File: config.mk
export PLATFORM = sky130hd
export DESIGN_NAME = tx_buff_ctrl
export DESIGN_NICKNAME = d
export VERILOG_FILES = /design/src/rtl/tx_buff_ctrl_pkg.sv /design/src/rtl/tx_buff_ctrl_dbuf.sv /design/src/rtl/tx_buff_ctrl.sv
export SDC_FILE = /design/constraint.sdc
export NUM_CORES = 1
export LEC_CHECK = 0
export ABC_AREA = 1
export CORE_MARGIN = 5
export CORE_UTILIZATION = 55
export CTS_BUF_LIST = sky130_fd_sc_hd__clkbuf_16
export CTS_CLUSTER_DIAMETER = 200
export DETAILED_ROUTE_END_ITERATION = 7
export GPL_TIMING_DRIVEN = 0
export PLACE_DENSITY = 0.88
export SLEW_MARGIN = 0
export SYNTH_ARGS = -nofsm -noshare
export SYNTH_HDL_FRONTEND = slang
export SYNTH_SLANG_ARGS = --single-unit
export TNS_END_PERCENT = 20
File: constraint.sdc
create_clock -name clk -period 4.1 [get_ports clk]
set_clock_uncertainty 0.15 [all_clocks]
set_input_delay 0.615 -clock clk [delete_from_list [all_inputs] [get_ports clk]]
set_output_delay 0.615 -clock clk [all_outputs]
set_load 0.005 [all_outputs]
File: src/rtl/tx_buff_ctrl_pkg.sv
// Shared types and constants for the I2C transmit buffer controller.
package tx_buff_ctrl_pkg;

    typedef enum logic [1:0] {
        IDLE  = 2'd0,
        LOAD  = 2'd1,
        SHIFT = 2'd2
    } state_t;

    localparam int WORD_W_DEF = 32;

endpackage

File: src/rtl/tx_buff_ctrl_dbuf.sv
// Two-slot FIFO-ordered word buffer; slot s0 is always the oldest word.
module tx_dbuf
    import tx_buff_ctrl_pkg::*;
#(
    parameter int W = WORD_W_DEF
) (
    input  logic         clk,
    input  logic         rst,
    input  logic         push,
    input  logic         pop,
    input  logic [W-1:0] din,
    output logic [1:0]   count,
    output logic [W-1:0] head
);

    logic [W-1:0] s0;
    logic [W-1:0] s1;

    assign head = s0;

    // Caller only pushes when count < 2 and only pops when count > 0.
    always_ff @(posedge clk) begin
        if (rst) begin
            count <= 2'd0;
            s0    <= '0;
            s1    <= '0;
        end else begin
            case ({push, pop})
                2'b10: begin
                    if (count == 2'd0) s0 <= din;
                    else               s1 <= din;
                    count <= count + 2'd1;
                end
                2'b01: begin
                    s0    <= s1;
                    count <= count - 2'd1;
                end
                2'b11: begin
                    if (count == 2'd1) begin
                        s0 <= din;
                    end else begin
                        s0 <= s1;
                        s1 <= din;
                    end
                end
                default: ;
            endcase
        end
    end

endmodule

File: src/rtl/tx_buff_ctrl.sv
// Transmit buffer controller feeding a serial shift register from a 2-word buffer.
// Define TX_BUFF_UNDERRUN_EN to add the sticky underrun flag and its clear input.
module tx_buff_ctrl
    import tx_buff_ctrl_pkg::*;
#(
    parameter int WORD_W = WORD_W_DEF
) (
    input  logic              clk,
    input  logic              rst,
    input  logic              wr_en,
    input  logic [WORD_W-1:0] wr_data,
    output logic              wr_ready,
    input  logic              bit_req,
    output logic              load,
    output logic              shift,
    output logic [WORD_W-1:0] data_out,
    output logic              busy,
    output logic              tx_done
`ifdef TX_BUFF_UNDERRUN_EN
    ,
    output logic              underrun,
    input  logic              underrun_clr
`endif
);

    localparam int CW = $clog2(WORD_W + 1);
    localparam logic [CW-1:0] LAST = CW'(WORD_W);
    localparam logic [CW-1:0] PENULT = CW'(WORD_W - 1);

    state_t state;
    state_t state_n;

    logic [CW-1:0]     bit_cnt;
    logic [1:0]        count;
    logic [WORD_W-1:0] head;
    logic              push;
    logic              pop;
    logic              bit_ok;
    logic              fin;

    assign wr_ready = (count != 2'd2);
    assign push     = wr_en && wr_ready;
    assign pop      = (state == LOAD);
    assign bit_ok   = (state == SHIFT) && bit_req && (bit_cnt != LAST);
    assign fin      = shift && (bit_cnt == LAST);

    tx_dbuf #(.W(WORD_W)) u_dbuf (
        .clk   (clk),
        .rst   (rst),
        .push  (push),
        .pop   (pop),
        .din   (wr_data),
        .count (count),
        .head  (head)
    );

    // tx_done is decided with the final bit request, so it already
    // tells us whether another word is waiting when the last shift shows.
    always_comb begin
        state_n = state;
        case (state)
            IDLE:    if (count != 2'd0) state_n = LOAD;
            LOAD:    state_n = SHIFT;
            SHIFT:   if (fin) state_n = tx_done ? IDLE : LOAD;
            default: state_n = IDLE;
        endcase
    end

    always_ff @(posedge clk) begin
        if (rst) begin
            state    <= IDLE;
            bit_cnt  <= '0;
            load     <= 1'b0;
            shift    <= 1'b0;
            data_out <= '0;
            busy     <= 1'b0;
            tx_done  <= 1'b0;
        end else begin
            state   <= state_n;
            load    <= (state_n == LOAD);
            busy    <= (state_n != IDLE);
            shift   <= bit_ok;
            tx_done <= bit_ok && (bit_cnt == PENULT)
                       && (count == 2'd0) && !push;
            if (state == LOAD)
                bit_cnt <= '0;
            else if (bit_ok)
                bit_cnt <= bit_cnt + 1'b1;
            if (state_n == LOAD)
                data_out <= head;
        end
    end

`ifdef TX_BUFF_UNDERRUN_EN
    always_ff @(posedge clk) begin
        if (rst || underrun_clr)
            underrun <= 1'b0;
        else if (bit_req && (state != SHIFT))
            underrun <= 1'b1;
    end
`endif

endmodule

# Yosys cells after proc, flatten, opt, wreduce, memory -nomap -nowiden
# Index checks and enable logic that the tools add are counted.
classes:
  n_eq_ne: 14
  n_addsub: 3
  reduce_logical: 18
  mux: 11
ops:
  columns: ["op", "n"]
  rows:
  - ["$mux 32", 4]
  - ["$pmux 32 s3", 1]
  - ["$pmux 32 s2", 1]
  - ["$eq 2x1->1 const B", 4]
  - ["$ne 2x2->1 const B", 4]
  - ["$reduce_bool 2->1", 4]
  - ["$logic_and 1x1->1", 7]
  - ["$add 6x1->6 const B", 1]
  - ["$eq 2x2->1 const B", 3]
  - ["$eq 6x5->1 const B", 1]
  - ["$eq 6x6->1 const B", 1]
  - ["$ne 6x6->1 const B", 1]
  - ["$pmux 2 s3", 1]
  - ["$logic_not 2->1", 2]
  - ["$mux 2", 2]
  - ["$pmux 2 s2", 1]
  - ["$reduce_and 3->1", 1]
  - ["$reduce_bool 3->1", 1]
  - ["$add 2x1->2 const B", 1]
  - ["$reduce_and 2->1", 1]
  - ["$reduce_or 2->1", 1]
  - ["$sub 2x1->2 const B", 1]
  - ["$logic_not 1->1", 1]
  - ["$mux 1", 1]
totals:
  elab_cells: 56
  register_bits: 110

# Depth between registers and ports, before layout
# Gate-level depths: netlist (run 1).
logic_depth:
  depth_word: 6
  mapped_depth: 11
  ltp_nobuf: 10

# Hierarchy
# A second synthesis (run 1) with hierarchy kept.
hier_totals:
  hier_cells: 779
  area_unflattened_um2: 5302.6
modules_own_cells:
  columns: ["module", "instances", "seq_area_each_um2", "area_each_um2", "cells_per_inst"]
  rows:
  - ["tx_dbuf", 1, 1321.3, 3304.4, 485]
  - ["tx_buff_ctrl", 1, 880.8, 1998.2, 294]

# Worst setup path after synthesis (run 1)
# No wires, ideal clock.
synth_path:
  path_type: "input to register"
  startpoint: "input wr_en"
  endpoint: "register u_dbuf.s0[23], in the netlist u_dbuf.head[23]"
  path_buffers: 1
  cell_stages: 9
  arrival_ns: 1.714
  slack_ns: 2.127
  path_cell_list: "inv_1 -> nor2_1 -> inv_1 -> ha_1 -> a21oi_2 -> buf_2 -> nand3_1 -> nand2_1 -> inv_1"
synth_via:
  elab_chain_len: 4
synth_rtl:
  columns: ["element", "line_no", "rtl"]
  rows:
  - ["start, declared", "tx_buff_ctrl.sv:10", "input logic wr_en,"]
  - ["$logic_and 1x1->1 (*)", "tx_buff_ctrl.sv:42", "assign push = wr_en && wr_ready;"]
  - ["$eq 2x2->1 or $eq 2x1->1 (tied branches)", "tx_buff_ctrl_dbuf.sv:28", "case ({push, pop})"]
  - ["$ne 2x2->1 (no line) or $reduce_bool 3->1 (tied branches)", null, null]
  - ["$reduce_and 2->1 (no line)", null, null]
  - ["end signal, assigned", "tx_buff_ctrl_dbuf.sv:30", "if (count == 2'd0) s0 <= din;"]
  - ["end signal, assigned", "tx_buff_ctrl_dbuf.sv:40", "s0 <= din;"]
  - ["end, declared", "tx_buff_ctrl_dbuf.sv:16", "logic [W-1:0] s0;"]
# Mark *: on every way between the ends. The rest lies on a longest branch, timed or not.
# A chain may end at the register's enable or synchronous reset.

# Worst setup path in the final report (run 1)
layout_path:
  startpoint: "register state[0]"
  endpoint: "register u_dbuf.s0[15], in the netlist u_dbuf.head[15]"
layout_via:
  elab_chain_len: 4
layout_rtl:
  columns: ["element", "line_no", "rtl"]
  rows:
  - ["start, declared", "tx_buff_ctrl.sv:30", "state_t state;"]
  - ["start signal, assigned", "tx_buff_ctrl.sv:79", "state <= state_n;"]
  - ["$eq 2x1->1 (*)", "tx_buff_ctrl.sv:43", "assign pop = (state == LOAD);"]
  - ["$eq 2x2->1 or $eq 2x1->1 (tied branches)", "tx_buff_ctrl_dbuf.sv:28", null]
  - ["$ne 2x2->1 (no line) or $reduce_bool 3->1 (tied branches)", null, null]
  - ["$reduce_and 2->1 (no line)", null, null]
# Marks and branches as above.

==> results of run 1 <==
[sequential cells by signal, summed over array words and instances (netlist names)]
register / flops
data_out: 32
state: 2
u_dbuf.head: 32
u_dbuf.s1: 32
shift: 1
u_dbuf.count: 2
bit_cnt: 6
busy: 1
tx_done: 1
load: 1
[synth_stat cells]
| cell | n | share of area, % |
|---|---|---|
| a21oi_2 | 29 | 5.0 |
| ha_1 | 9 | 2.2 |
| clkbuf_1 | 18 | 1.3 |
| buf_6 | 4 | 0.88 |
| inv_2 | 1 | 0.073 |
| buf_1 | 1 | 0.073 |
| o21bai_1 | 1 | 0.15 |
| nand2_1 | 119 | 8.7 |
| nand4_1 | 2 | 0.24 |
| o21ai_0 | 36 | 3.5 |
| nand3_2 | 1 | 0.20 |
| xor2_1 | 2 | 0.34 |
| xnor2_1 | 1 | 0.17 |
| buf_2 | 23 | 2.3 |
| nor2_2 | 3 | 0.37 |
| nor2_1 | 108 | 7.9 |
| o211ai_2 | 1 | 0.24 |
| dfxtp_1 | 110 | 43 |
| inv_1 | 119 | 8.7 |
| a21oi_1 | 46 | 4.5 |
| nand3_1 | 102 | 10 |
[cells by family after synthesis]
family / Yosys count
AND/OR/NAND/NOR: 335
XOR/XNOR: 3
AO/OA/AOI/OAI: 113
flip-flops: 110
adder cells (fa/ha/maj): 9
buffers and inverters: 166
[layer usage]
metal / GRT usage [%] / vias to the layer above
met5: 0 / -
met3: 4.068 / 25
met1: 30.96 / 2196
met2: 39.32 / 185
li1: - / 2455
met4: 8.141 / 0
[critical path: cells and delay by family (launching register included)]
| family | cells | cell delay (ns) |
|---|---|---|
| buf+inv | 5 | 0.79 |
| flops | 1 | 0.33 |
| simple gates | 4 | 0.65 |
| fa+ha+maj | 1 | 0.25 |
| compound gates | 1 | 0.37 |
[where the power goes]
group / total, uW / internal (uW) / switching [uW]
logic: 2350 / 1000 / 1340
clock network: 798 / 408 / 390
registers: 1830 / 1540 / 289
[final cells by class]
cell class,instances,area (um2),area share (%)
tap,111,138.9,2.227
multi-input combinational,460,2227,35.71
buffer,46,231.5,3.711
inverter,120,450.4,7.222
clock buffer,9,225.2,3.611
timing repair buffer,72,720.7,11.55
clock inverter,6,41.29,0.6620
sequential,110,2202,35.31
[worst max-delay path by stage]
stage | endpoint | cells after the start | slack [ns]
after floorplan | u_dbuf.head[23] | 9 | 2.13
after global placement | u_dbuf.head[19] | 10 | 1.25
after detailed placement | u_dbuf.head[19] | 10 | 1.23
after CTS | u_dbuf.head[15] | 11 | 1.54
after global routing | u_dbuf.head[19] | 11 | 1.37
final | u_dbuf.head[15] | 11 | 1.51
[per-stage QoR]
stage / cells / cell area, um2 / util, % / total power [uW] / hold WS [ns]
2_1_floorplan: 736 / 5111 / - / 3307 / 0.2737
3_3_place_gp: 919 / 5971 / 65.24 / 4029 / 0.2808
3_5_place_dp: 919 / 5971 / 65.24 / 4145 / 0.2867
4_1_cts: 934 / 6237 / 68.15 / 4962 / 0.2975
5_1_grt: 934 / 6237 / 68.15 / 5376 / 0.3097
6_report: 934 / 6237 / 68.15 / 4974 / 0.2980
==> metrics.md, run 1 <==
| Metric | Value |
|---|---|
| Status | `finished, final reports clean` |
| Max Fclk | `0.3857 GHz` |
| Post-synthesis sequential element count | `110` |
| Num CTS Buffers | `9` |
| Req. time, crit path | `4.24 ns` |
| Routed wire per std cell | `13.80 um` |
| RSZ-0062 raised after global routing | `no` |
| Syn_nets | `781` |
| R2R depth | `11` |
| Reg2reg setup slack | `1.51 ns` |
| Initial antenna violation count | `0` |
| Most common cell after layout, fill and taps aside | `inv_1` |
| Routed wl met2 | `6.071 mm` |
| Part of the Yosys area used for sequential elements | `43.08%` |
| Routed WL | `12.89 mm` |
| Mapped cell area | `5111 um2` |
| Clock Latency Late Sink | `0.35 ns` |
| Worst Setup SP | `state[0]` |
| Crit path max fanout | `11` |
| Detail Route Antenna Nets | `0` |
| Hold Crit Class | `flip-flop to flip-flop` |
| PwrDens | `797.5 nW/um2` |
| Simple-gate area share of the yosys netlist | `27.47%` |
| Post-Synth Adder-Cell Area | `2.203%` |
| # DRC | `0` |
| Max_slew headroom | `64.83%` |
| Synth warn | `0` |
| Largest net degree at the start of global routing | `18` |
| Synthesis-to-layout area growth | `22.03%` |
| CP Data Arrival Time | `2.73 ns` |
| Number of global-route vias before repair | `4,745` |
| Crit Reg-Reg Startpoint | `state[0]` |
| Grt total ovfl | `0` |
| Worst R2R End | `u_dbuf.head[15]` |
| Setup ws final | `1.507 ns` |
| CP endpoint kind | `flip-flop` |
| Wl on met1 | `5.718 mm` |
| First-pass GRT wire length | `21.84 mm` |
| Min-Delay Path Depth | `2` |
| Rows | `35` |
| IO Count | `73` |
| Diode count | `0` |
| Layout cells sized above 1 | `9.235%` |
| CTS Hold Bufs | `0` |
| Endpoints failing setup | `0` |
| Top routing layer in use | `met4` |
| Peak VDD IR | `315.2 uV` |
| DP HPWL | `9.526 mm` |
| Kind of critical path | `flip-flop to flip-flop` |
| Minimum clock period | `2.593 ns` |
| Starting Density | `55.84%` |
| Die height | `106.4 um` |
| Crit-path slowest cell | `o21bai_1` |
| Actual slew at the worst max-slew pin | `0.5276 ns` |
| Fill cells | `725` |
| Hold Path Origin | `u_dbuf.s1[16]` |
| Die ar. | `11,320 um2` |
| Post-CTS Setup Inserts | `0` |
| CTS sink cnt | `110` |
| Clock slew at reported path FFs | `0.07 ns` |
| Mean post-synth cell area | `6.945 um2` |
| Drt via density | `5.204` |
| Total of max-cap violations | `0` |
| Port bufs | `72` |
| Pre-CTS WS | `1.232 ns` |
| Critical-path cell list | `inv_1, nor2_2, buf_2, ha_1, inv_1, o21bai_1, buf_2, nand3_1, nand3_1, nand2_1, inv_1` |
| Gr usage total | `23.63%` |
| Core area | `9153 um2` |
| Cells after Synth | `736` |
| Die X | `106.4 um` |
| H-Tree Depth | `3` |
| GP Congestion | `0.8420` |
| Post-synthesis mux area share | `0%` |
| Clock root buffer master | `clkbuf_16` |
| Most frequent cells in the layout | `120 x inv_1, 119 x nand2_1, 110 x dfxtp_1` |
| Cts repair resizes | `0` |
| Worst hold endpoint | `u_dbuf.s1[16]` |
| Static Leak | `0.002932 uW` |
| Final slew viol count | `0` |
| First-pass DRT Iterations | `5` |
| Fin. Hold Viols | `0` |
| Xor/xnor cell area share of the yosys netlist | `0.5141%` |
| Clk buf depth | `2` |
| Via count | `4,861` |
| Synth cell types | `21` |
| Crit path top cell by count | `inv_1` |
| Largest family of logic cells by synthesized area | `simple AND/OR/NAND/NOR gates` |
| TritonCTS clock tree | `built` |
| Startpoint Class | `flip-flop` |
| Final setup TNS | `0 ns` |
| Fin nets | `864` |
| Met3 wire len | `802 um` |
| Initial DRC Count | `276` |
| Crit-path max cell delay | `0.37 ns` |
| Compound-cell area share of the yosys netlist | `13.39%` |
| Final worst path period share | `63.24%` |
Power figures use the tool's default switching activity.
==> inputs of run 2 (changes only) <==
--- a/config.mk
+++ b/config.mk
@@ -7,12 +7,12 @@
 export LEC_CHECK = 0
 export ABC_AREA = 1
 export CORE_MARGIN = 5
-export CORE_UTILIZATION = 55
+export CORE_UTILIZATION = 49
 export CTS_BUF_LIST = sky130_fd_sc_hd__clkbuf_16
 export CTS_CLUSTER_DIAMETER = 200
 export DETAILED_ROUTE_END_ITERATION = 7
 export GPL_TIMING_DRIVEN = 0
-export PLACE_DENSITY = 0.88
+export PLACE_DENSITY = 0.84
 export SLEW_MARGIN = 0
 export SYNTH_ARGS = -nofsm -noshare
 export SYNTH_HDL_FRONTEND = slang
==> constraint.sdc (replaced) <==
create_clock -name clk -period 2.26 [get_ports clk]
set_clock_uncertainty 0.15 [all_clocks]
set_input_delay 0.339 -clock clk [delete_from_list [all_inputs] [get_ports clk]]
set_output_delay 0.339 -clock clk [all_outputs]
set_load 0.005 [all_outputs]
==> run 2 against run 1 <==
Flip-flop and latch count stayed put. Routed wire length is 6.2% lower. Design area is 3.6% higher. Global-route usage is 4.3 points lower. Clock power is 120% higher. First-iteration DRC count is 36% lower. Sequential share of layout area is 1.2 points lower. Setup slack worse by 1.4 ns. Sequential power is 81% higher. Non-clock buffer count is 5 higher.
==> metrics.md, run 2 (synthesis results as in run 1) <==
| Metric | Value |
|---|---|
| Die ar. | `12,570 um2` |
| Initial antenna violation count | `0` |
| Crit Reg-Reg Startpoint | `state[0]` |
| DP HPWL | `8.694 mm` |
| Initial DRC Count | `178` |
| Crit path max fanout | `11` |
| Clock slew at reported path FFs | `0.07 ns` |
| Worst Setup SP | `state[0]` |
| Util after Layout | `63.13%` |
| Most common cell after layout, fill and taps aside | `inv_1` |
| Peak VDD IR | `557.2 uV` |
| Max_slew headroom | `65.60%` |
| Port bufs | `72` |
| # DRC | `0` |
| Gr usage total | `19.33%` |
| Starting Density | `49.96%` |
| Final slew viol count | `0` |
| Startpoint Class | `flip-flop` |
| Total design power | `9430 uW` |
| Most frequent cells in the layout | `119 x inv_1, 118 x nand2_1, 110 x dfxtp_1` |
| Clock root buffer master | `clkbuf_16` |
| Final setup TNS | `0 ns` |
| RSZ-0062 raised after global routing | `yes` |
| Number of global-route vias before repair | `4,361` |
| Clk buf depth | `2` |
| Final worst path period share | `96.45%` |
| CP endpoint kind | `flip-flop` |
| Final hold slack | `0.2968 ns` |
| Grt total ovfl | `0` |
| Layout cells sized above 1 | `11.22%` |
| Die height | `112.1 um` |
| Kind of critical path | `flip-flop to flip-flop` |
| Minimum clock period | `2.180 ns` |
| Via count | `4,608` |
| Reg2reg setup slack | `0.08 ns` |
| Die X | `112.1 um` |
| Largest net degree at the start of global routing | `19` |
| Hold Crit Class | `flip-flop to flip-flop` |
| PwrDens | `1460 nW/um2` |
| Routed wire per std cell | `12.53 um` |
| Detail Route Antenna Nets | `0` |
| CTS sink cnt | `110` |
| Finished Cell Area | `6459 um2` |
| Actual slew at the worst max-slew pin | `0.5160 ns` |
| Endpoints failing setup | `0` |
| Req. time, crit path | `2.40 ns` |
| Synthesis-to-layout area growth | `26.36%` |
| TritonCTS clock tree | `built` |
| CP Data Arrival Time | `2.32 ns` |
| First-pass GRT wire length | `20.47 mm` |
| H-Tree Depth | `3` |
| Clock Latency Late Sink | `0.35 ns` |
| Diode count | `0` |
| CTS Hold Bufs | `0` |
| Fin. Hold Viols | `0` |
| Total of max-cap violations | `0` |
| DP Area | `6002 um2` |
| First-pass DRT Iterations | `5` |
| Status | `finished, final reports clean` |
| IO Count | `73` |
| Num CTS Buffers | `9` |
| GP Congestion | `0.8104` |
| Routed WL | `12.09 mm` |
| Core area | `10,230 um2` |
| Hold Path Origin | `u_dbuf.s1[0]` |
| Max Fclk | `0.4588 GHz` |
| Rows | `37` |
| Fin nets | `869` |
| Static Leak | `0.003012 uW` |
| Drt via density | `4.775` |
==> run 2: critical path: stages (launching register included) <==
cell      delay, ns
dfxtp_1        0.34
inv_1          0.08
nor2_4         0.21
buf_4          0.22
ha_1           0.25
inv_1          0.09
o21bai_4       0.20
clkbuf_4       0.24
nand3_1        0.09
nand3_1        0.14
nand2_1        0.07
inv_1          0.05
==> run 2: worst paths after layout <==
path	endpoint	depth (start not counted)
max	u_dbuf.head[16]	11
min reg2reg	u_dbuf.s1[0]	2
min	u_dbuf.s1[0]	2
max reg2reg	u_dbuf.head[16]	11
==> run 2: final cells by class <==
class	count	area (um2)
clock buffers	9	225.2
fillers	869	3772
plain buffers	46	281.5
repair buffers	77	758.2
well taps	136	170.2
clock inverters	7	96.34
multi-input cells	460	2275
flip-flops and latches	110	2202
inverters	120	450.4
==> run 2: repair_timing <==
action	CTS	global route
buffers inserted	1	4
gates cloned	0	0
gates resized for setup	7	40
pin swaps	0	1
setup endpoints to repair	64	62
==> run 2: report_power, final <==
group	switching (uW)	leakage (uW)	total (uW)	internal (uW)
combinational	2400	0.00195	4410	2010
clock	740	0.000150	1720	977
sequential	514	0.000909	3310	2790
==> run 2: stage by stage <==
stage | worst slack, ns | cells
5_1_grt | -0.05148 | 965
3_5_place_dp | -0.3676 | 944
4_1_cts | 0.01967 | 961
3_3_place_gp | -0.3498 | 944
2_1_floorplan | 0.3228 | 736
6_report | 0.08017 | 965
==> run 2: routing by layer <==
metal / track usage [%] / vias to the layer above / wire length [um]
met2: 30.99 / 99 / 5433
li1: - / 2468 / -
met4: 4.567 / 0 / 106
met1: 27.33 / 2033 / 5992
met5: 0 / - / 0
met3: 3.235 / 8 / 561
==> inputs of run 3 (changes only) <==
--- a/config.mk
+++ b/config.mk
@@ -13,7 +13,7 @@
 export DETAILED_ROUTE_END_ITERATION = 7
 export GPL_TIMING_DRIVEN = 0
 export PLACE_DENSITY = 0.84
-export SLEW_MARGIN = 0
+export SLEW_MARGIN = 20
 export SYNTH_ARGS = -nofsm -noshare
 export SYNTH_HDL_FRONTEND = slang
 export SYNTH_SLANG_ARGS = --single-unit
==> results of run 3 <==
No change in the layout: final DEF, timing and power equal those of run 2.
